`config.mk`:
```
export PLATFORM = sky130hd
export DESIGN_NAME = key_repeat_scheduler_flat
export DESIGN_NICKNAME = d
export VERILOG_FILES = /design/src/rtl/key_repeat_scheduler_if.sv /design/src/rtl/key_repeat_scheduler.sv /design/src/flat_wrapper.sv
export SDC_FILE = /design/constraint.sdc
export NUM_CORES = 1
export LEC_CHECK = 0
export ABC_CLOCK_PERIOD_IN_PS = 2600
export BUFFER_PORTS_ARGS = -buffer_cell sky130_fd_sc_hd__clkbuf_2
export CAP_MARGIN = 40
export CORE_UTILIZATION = 55
export DETAILED_ROUTE_END_ITERATION = 10
export HOLD_SLACK_MARGIN = 0.15
export PLACE_DENSITY = 0.73
export SYNTH_ARGS = -nofsm -noshare
export SYNTH_HDL_FRONTEND = slang
export SYNTH_SLANG_ARGS = --single-unit
export TNS_END_PERCENT = 1
```
`constraint.sdc`:
```
create_clock -name Clock -period 2.6 [get_ports Clock]
set_input_delay 0.52 -clock Clock [delete_from_list [all_inputs] [get_ports Clock]]
set_output_delay 0.52 -clock Clock [all_outputs]
set_load 0.1 [all_outputs]
```
`src/rtl/key_repeat_scheduler_if.sv`:
```
// Command channel between the key repeat scheduler (master) and the control FSM (slave).
// Valid/ready handshake carrying the granted key index and a repeat flag.
interface key_repeat_scheduler_if #(
  parameter int NKEYS = 4
);
  localparam int KW = (NKEYS > 1) ? $clog2(NKEYS) : 1;

  logic          CmdValid;
  logic          CmdReady;
  logic [KW-1:0] CmdKey;
  logic          CmdRepeat;

  modport master (output CmdValid, output CmdKey, output CmdRepeat, input CmdReady);
  modport slave  (input CmdValid, input CmdKey, input CmdRepeat, output CmdReady);
endinterface

```
`src/rtl/key_repeat_scheduler.sv`:
```
// Round-robin key arbiter with press command, delayed auto-repeat and post-release lockout.
// One key owns the command channel from grant until its release lockout expires.
module key_repeat_scheduler #(
  parameter int NKEYS      = 4,
  parameter int DELAY_CYC  = 25_000_000,
  parameter int REPEAT_CYC = 5_000_000,
  parameter int GAP_CYC    = 500_000
) (
  input  logic                   Clock,
  input  logic                   Reset,
  input  logic [NKEYS-1:0]       Keys,
  key_repeat_scheduler_if.master cmd,
  output logic                   Busy
);
  localparam int KW   = (NKEYS > 1) ? $clog2(NKEYS) : 1;
  localparam int CMAX = (DELAY_CYC > REPEAT_CYC)
                        ? ((DELAY_CYC > GAP_CYC) ? DELAY_CYC : GAP_CYC)
                        : ((REPEAT_CYC > GAP_CYC) ? REPEAT_CYC : GAP_CYC);
  localparam int CW   = $clog2(CMAX + 1);

  typedef enum logic [1:0] {IDLE, ISSUE, HOLD, GAP} state_t;

  state_t        state_q, state_d;
  logic [CW-1:0] cnt_q, cnt_d;
  logic [KW-1:0] key_q, key_d;
  logic [KW-1:0] last_q, last_d;
  logic          rep_q, rep_d;
  logic [KW-1:0] grant_idx;
  logic          grant_found;

  // Round-robin: first set key above the last owner, otherwise wrap to the lowest set key.
  always_comb begin
    grant_found = 1'b0;
    grant_idx   = '0;
    for (int j = 0; j < NKEYS; j++) begin
      if (!grant_found && Keys[j] && (KW'(j) > last_q)) begin
        grant_found = 1'b1;
        grant_idx   = KW'(j);
      end
    end
    for (int j = 0; j < NKEYS; j++) begin
      if (!grant_found && Keys[j]) begin
        grant_found = 1'b1;
        grant_idx   = KW'(j);
      end
    end
  end

  // NOTE: every next-state variable gets its hold value first so no path infers a latch.
  always_comb begin
    state_d = state_q;
    cnt_d   = cnt_q;
    key_d   = key_q;
    last_d  = last_q;
    rep_d   = rep_q;
    unique case (state_q)
      IDLE: begin
        if (grant_found) begin
          state_d = ISSUE;
          key_d   = grant_idx;
          rep_d   = 1'b0;
        end
      end
      ISSUE: begin
        if (cmd.CmdReady) begin
          if (Keys[key_q]) begin
            state_d = HOLD;
            cnt_d   = rep_q ? CW'(REPEAT_CYC - 1) : CW'(DELAY_CYC - 1);
          end else begin
            state_d = GAP;
            cnt_d   = CW'(GAP_CYC);
            last_d  = key_q;
          end
        end
      end
      HOLD: begin
        // Release is checked first so it beats a simultaneous expiry.
        if (!Keys[key_q]) begin
          state_d = GAP;
          cnt_d   = CW'(GAP_CYC);
          last_d  = key_q;
        end else if (cnt_q == '0) begin
          state_d = ISSUE;
          rep_d   = 1'b1;
        end else begin
          cnt_d = cnt_q - 1'b1;
        end
      end
      GAP: begin
        if (cnt_q == '0) state_d = IDLE;
        else             cnt_d   = cnt_q - 1'b1;
      end
      default: state_d = IDLE;
    endcase
  end

  // NOTE: registers use non-blocking assignments so every flop samples pre-edge values.
  always_ff @(posedge Clock) begin
    if (Reset) begin
      state_q <= IDLE;
      cnt_q   <= '0;
      key_q   <= '0;
      last_q  <= KW'(NKEYS - 1);
      rep_q   <= 1'b0;
    end else begin
      state_q <= state_d;
      cnt_q   <= cnt_d;
      key_q   <= key_d;
      last_q  <= last_d;
      rep_q   <= rep_d;
    end
  end

  assign cmd.CmdValid  = (state_q == ISSUE);
  assign cmd.CmdKey    = key_q;
  assign cmd.CmdRepeat = rep_q;
  assign Busy          = (state_q != IDLE);
endmodule
```
`src/flat_wrapper.sv`:
```
// flat-port wrapper written by rule: the top's interface ports become plain ports
module key_repeat_scheduler_flat 
#(
  parameter int NKEYS      = 4,
  parameter int DELAY_CYC  = 25_000_000,
  parameter int REPEAT_CYC = 5_000_000,
  parameter int GAP_CYC    = 500_000
)
  (Clock, Reset, Keys, Busy, cmd_CmdValid, cmd_CmdKey, cmd_CmdRepeat, cmd_CmdReady);
  key_repeat_scheduler_if #(.NKEYS(NKEYS)) cmd_i ();
  input  logic Clock;
  input  logic Reset;
  input  logic [NKEYS-1:0] Keys;
  output logic Busy;
  output wire logic [$bits(cmd_i.CmdValid)-1:0] cmd_CmdValid;
  output wire logic [$bits(cmd_i.CmdKey)-1:0] cmd_CmdKey;
  output wire logic [$bits(cmd_i.CmdRepeat)-1:0] cmd_CmdRepeat;
  input wire logic [$bits(cmd_i.CmdReady)-1:0] cmd_CmdReady;
  assign cmd_CmdValid = cmd_i.CmdValid;
  assign cmd_CmdKey = cmd_i.CmdKey;
  assign cmd_CmdRepeat = cmd_i.CmdRepeat;
  assign cmd_i.CmdReady = cmd_CmdReady;
  key_repeat_scheduler #(.NKEYS(NKEYS), .DELAY_CYC(DELAY_CYC), .REPEAT_CYC(REPEAT_CYC), .GAP_CYC(GAP_CYC)) u_core (.Clock(Clock), .Reset(Reset), .Keys(Keys), .cmd(cmd_i), .Busy(Busy));
endmodule
```
==> run_results.csv, run 1 <==
group,metric,value,unit
run_status,status,"complete, no violations",
cts,htreeDepth,2,
sta,clock_skew,4.63,ps
sta,post-route-min-period,2390,ps
synth,syn_nets,285,
finish,drive_gt1_share,15.9,%
synth,synthCells,273,
sta,relSlewSlack,63.4,%
floorplan,die_w,64.8,µm
sta,finalSetupTns,0,ps
cts,tritoncts,"yes",
sta,setup_violations,0,
cts,cts_setup_buffers,0,
flow_run,max_cap_viol_count,0,
floorplan,rows,22,
critical_path,slowest_stage,"or4_4",
sta,tightest_slew,547,ps
place,gp_congestion,0.913,
finish,multi_input_area,1430,µm²
critical_path,endpoint_kind,"flip-flop",
sta,max_freq,418,MHz
synth,async_flop_share,0,%
global_routing,antenna_found_initial,0,
route,routed_wl,6240,µm
global_routing,grt_pass1_wl,10300,µm
cts,postCtsResizedCells,0,
place,portBuffers,11,
route,vias_per_cell,6.82,
finish,nFillCells,335,
synth,synth.top_cell.area_share,29.6,%
critical_path,arrival,2560,ps
critical_path,crit_buf_inv,0,
critical_path,crit_fanout,8,
cts,clk_pin_slew,70,ps
global_routing,grt_pass1_vias,2127,
cts,numCtsBuffers,5,
critical_path,crit_type,"flip-flop to flip-flop",
synth,seq_area_frac_synth,29.6,%
finish,layout_common_cells,"dfxtp_1, a21oi_1, nor2_1",
route,drtIter0Drc,253,
global_routing,grt_overflow,0,
synth,synth_area,2170,µm²
sta,rsz0062_at_grt,"false",
worst_hold_path,hp-class,"flip-flop to flip-flop",
route,vias,2304,
synth,synth_cell_types,51,
critical_path,critPathMaxStageDelay,600,ps
critical_path,worstPathRequired,2770,ps
route,dr.pass1.iters,6,
floorplan,io_pins,12,
cts,cts_root_buf,"clkbuf_8",
synth,ys_seq_elements,32,
critical_path,worst_path_dominant_cell_family,"simple AND/OR/NAND/NOR gates",
synth,synth_area_leader_cell,"dfxtp_1",
critical_path,timing.critical_path.cells,"or4_4 -> nor3b_4 -> o211ai_4 -> or4b_1 -> o2111a_1",
floorplan,start_util,58.3,%
synth,synth_edf_count,0,
cts,clockBufferDepth,2,
synth,ys_warn_count,0,
finish,antenna_cells,0,
finish,syn_to_final_growth,11.3,%
cts,insertion_delay,280,ps
sta,finalCritPeriodShare,92.0,%
route,wl_per_cell,18.4,µm
floorplan,core-area,3720,µm²
critical_path,regToRegSetupSlack,210,ps
sta,maxSlewViolCount,0,
sta,hold_violations,0,
synth,avgSynthCellArea,7.94,µm²
finish,regArea,642,µm²
route,ant_nets,0,
synth,synth_area_leaders,"dfxtp_1, a21oi_1, nor4_1, nor2_1, a31oi_1",
cts,cts_hold_buf,0,
route,drc,0,
global_routing,grt_max_degree,19,
cts,clkSinkCount,32,
place,hpwl,4590,µm
floorplan,die_area,4200,µm²
finish,final_common_cell,"dfxtp_1",
global_routing,grt_usage,31.8,%
floorplan,dieHeight,64.8,µm
synth,synth-main-ff-cell,"dfxtp_1",
critical_path,critPathLaunchType,"flip-flop",
finish,fin_nets,301,
-- layout make-up --
type	count	share of cell area (%)
clock buffer	8	3.74
inverter	12	1.87
multi-input combinational	215	59.3
sequential	32	26.6
tap	48	2.49
timing repair buffer	23	6.02
-- logic make-up after synthesis --
| group | Yosys count | synth area share (%) |
|---|---|---|
| and+or+nand+nor | 116 | 30.5 |
| AOI/OAI and AO/OA | 88 | 29.2 |
| DFF | 32 | 29.6 |
| buffers and inverters | 26 | 4.50 |
| muxes | 5 | 3.00 |
| adders and majority gates | 5 | 2.89 |
| xor gates and xnor gates | 1 | 0.404 |
-- path summary, 6_finish.rpt --
check / to / start / cells past startpoint
setup / recovery: u_core.cnt_q[17] / u_core.cnt_q[8] / 5
hold reg to reg: u_core.cnt_q[24] / u_core.cnt_q[24] / 2
hold / removal: u_core.cnt_q[24] / u_core.cnt_q[24] / 2
setup reg to reg: u_core.cnt_q[17] / u_core.cnt_q[8] / 5
-- synth_stat cells (5+ instances only) --
cell type  number
a21oi_1        21
a31oi_1        10
clkbuf_1       13
dfxtp_1        32
ha_1            5
inv_1          12
nand2_1        16
nand3_1        11
nor2_1         18
nor2b_1        10
nor3_1          9
nor4_1         12
o211ai_1        5
o21ai_0        10
o31ai_1         7
or3_1           6
or4_1           7
-- flip-flops by register name, summed over array words and instances (netlist names) --
| signal | count |
|---|---|
| u_core.state_q | 2 |
| u_core.cmd.CmdKey | 2 |
| u_core.last_q | 2 |
| u_core.cnt_q | 25 |
| u_core.cmd.CmdRepeat | 1 |
-- worst register-to-register path: cells and delay by family, from the launching register on --
| kind | cells | cell delay (ps) |
|---|---|---|
| simple gates | 3 | 1550 |
| compound gates | 2 | 370 |
| flops | 1 | 360 |
-- metrics by stage --
stage	worst slack (ps)	utilization (%)	instances	area, µm²	hold WS (ps)
after CTS	258	64.9	338	2410	509
final	207	64.9	338	2410	514
after floorplan	19.0	-	273	2170	454
after detailed placement	278	62.5	330	2320	496
after global placement	300	62.5	330	2320	486
after global routing	132	64.9	338	2410	542
-- layer usage --
layer | global-route usage (%) | share of wire (%)
met1 | 43.2 | 46
met5 | 0 | 0
met3 | 7.04 | 7.7
met4 | 8.89 | 0.98
met2 | 50.0 | 45
Power of run 1 is not shown: default switching activity piles up to over one toggle a cycle in this logic, so the estimate is an artifact.
==> inputs of run 2 (changes only) <==
--- a/config.mk
+++ b/config.mk
@@ -5,6 +5,7 @@
 export SDC_FILE = /design/constraint.sdc
 export NUM_CORES = 1
 export LEC_CHECK = 0
+export ABC_AREA = 1
 export ABC_CLOCK_PERIOD_IN_PS = 2600
 export BUFFER_PORTS_ARGS = -buffer_cell sky130_fd_sc_hd__clkbuf_2
 export CAP_MARGIN = 40
==> run_results.csv, run 2 <==
group,metric,value,unit
run_status,status,"complete, no violations",
critical_path,critPathLaunch,"u_core.state_q[0]",
critical_path,regToRegSetupSlack,660,ps
sta,rsz0062_at_grt,"false",
worst_hold_path,hp-class,"flip-flop to flip-flop",
synth,async_flop_share,0,%
critical_path,crit_fanout,6,
global_routing,antenna_found_initial,0,
critical_path,worst_r2r_path_depth,9,
sta,max_freq,462,MHz
finish,syn_to_final_growth,7.84,%
route,vias,2431,
synth,synth.top_cell.area_share,27.3,%
finish,finalCoreUtilization,62.4,%
synth,synthTopCellsByCount,"nand2_1, nor2_1, inv_1",
critical_path,critPathLaunchType,"flip-flop",
finish,drive_gt1_share,12.9,%
finish,final_common_cell,"nand2_1",
place,portBuffers,11,
synth,yosysMostFrequentCell,"nand2_1",
finish,antenna_cells,0,
flow_run,max_cap_viol_count,0,
floorplan,die_w,67.3,µm
sta,post-route-min-period,2160,ps
floorplan,io_pins,12,
synth,synth_area_leaders,"dfxtp_1, nand2_1, nor2_1, inv_1, a21oi_1",
synth,synth_cell_types,30,
synth,synth_edf_count,0,
sta,tightest_slew,540,ps
cts,tritoncts,"yes",
floorplan,dieHeight,67.3,µm
route,ant_nets,0,
floorplan,core-area,4060,µm²
synth,ys_seq_elements,32,
sta,finalSetupTns,0,ps
route,vias_per_cell,5.55,
critical_path,endpoint_kind,"output pin",
cts,numCtsBuffers,5,
sta,clock_skew,6.05,ps
cts,htreeDepth,2,
floorplan,die_area,4530,µm²
cts,cts_root_buf,"clkbuf_8",
finish,regArea,641,µm²
place,hpwl,4770,µm
finish,layout_common_cells,"nand2_1, nor2_1, inv_1",
critical_path,arrival,1640,ps
sta,relSlewSlack,64.1,%
route,drtIter0Drc,242,
global_routing,grt_pass1_wl,10300,µm
cts,insertion_delay,280,ps
sta,maxSlewViolCount,0,
finish,largest_reg_flops,25,
global_routing,grt_max_degree,19,
synth,ys_warn_count,0,
route,dr.pass1.iters,5,
global_routing,grt_usage,30.7,%
cts,postCtsResizedCells,0,
critical_path,worstPathRequired,2080,ps
synth,syn_nets,386,
sta,finalCritPeriodShare,83.2,%
global_routing,grt_overflow,0,
route,drc,0,
cts,clk_pin_slew,60,ps
finish,nFillCells,403,
route,routed_wl,6170,µm
sta,setup_violations,0,
sta,hold_violations,0,
synth,synth-main-ff-cell,"dfxtp_1",
synth,seq_area_frac_synth,27.3,%
critical_path,worstReg2RegStart,"u_core.state_q[0]",
synth,avgSynthCellArea,6.28,µm²
floorplan,rows,23,
finish,fin_nets,400,
finish,multi_input_area,1500,µm²
global_routing,grt_pass1_vias,2162,
finish,regMostFlops,"u_core.cnt_q",
critical_path,worst_r2r_endpoint,"u_core.cnt_q[10]",
route,wl_per_cell,14.1,µm
synth,synthCells,374,
synth,synth_area_leader_cell,"dfxtp_1",
cts,clkSinkCount,32,
cts,cts_hold_buf,0,
floorplan,start_util,57.8,%
place,gp_congestion,0.986,
critical_path,critPathCapture,"Busy",
synth,synth_area,2350,µm²
cts,cts_setup_buffers,0,
critical_path,crit_type,"flip-flop to output pin",
cts,clockBufferDepth,2,
-- run 2: cell count changes in the layout (fill, tap and decap cells not counted), moves of 10 or more --
cell | before | now
inv_1 | 12 | 40
nand2_1 | 16 | 93
nor4_1 | 12 | 0
nor2b_1 | 10 | 0
o21ai_0 | 10 | 21
nand4_1 | 2 | 19
nor2_1 | 18 | 57
a31oi_1 | 10 | 0
buf_4 | 12 | 2
nand3_1 | 11 | 21
-- run 2: worst max-delay path: stages, from the launching register on --
cell and delay, ps:
dfxtp_1 420, inv_1 110, ha_1 290, inv_1 100, clkbuf_2 450
-- run 2: through the flow --
stage / cells / worst slack, ps / hold WS [ps] / cell area (µm²)
floorplan: 374 / 352 / 453 / 2350
global placement: 431 / 674 / 468 / 2450
detailed placement: 431 / 662 / 475 / 2450
CTS: 438 / 430 / 488 / 2530
global route: 438 / 346 / 518 / 2530
finish: 438 / 436 / 482 / 2530
-- run 2: cells by family (layout without fill, tap and decap cells) --
| logic type | Yosys count | in the layout | share of synthesized area, % |
|---|---|---|---|
| fa+ha+maj | 5 | 5 | 2.67 |
| xor+xnor | 12 | 12 | 4.48 |
| simple gates | 216 | 216 | 43.4 |
| flops | 32 | 32 | 27.3 |
| buf+inv | 52 | 66 | 8.69 |
| compound gates | 57 | 57 | 13.4 |
-- run 2: cell type report --
cell class | count | share of cell area [%]
tap | 50 | 2.47
clock buffer | 6 | 2.87
multi-input combinational | 290 | 59.4
clock inverter | 1 | 0.198
inverter | 46 | 7.02
sequential | 32 | 25.3
timing repair buffer | 13 | 2.77
-- run 2: layer usage --
metal,share of wire [%],vias up,track usage [%]
li1,-,1240,-
met1,46,1089,40.0
met4,2.6,0,14.9
met5,0,-,0
met3,5.2,15,3.89
met2,46,87,49.8
-- run 2: worst min path at each step --
| stage | startpoint | endpoint | cells past startpoint |
|---|---|---|---|
| after floorplan | u_core.cnt_q[0] | u_core.cnt_q[0] | 2 |
| after global placement | u_core.cnt_q[0] | u_core.cnt_q[0] | 2 |
| after detailed placement | u_core.cnt_q[24] | u_core.cnt_q[24] | 2 |
| after CTS | u_core.cnt_q[0] | u_core.cnt_q[0] | 2 |
| after global routing | u_core.cnt_q[1] | u_core.cnt_q[1] | 2 |
| final | u_core.cnt_q[0] | u_core.cnt_q[0] | 2 |
Power of run 2 is left out for the same reason.
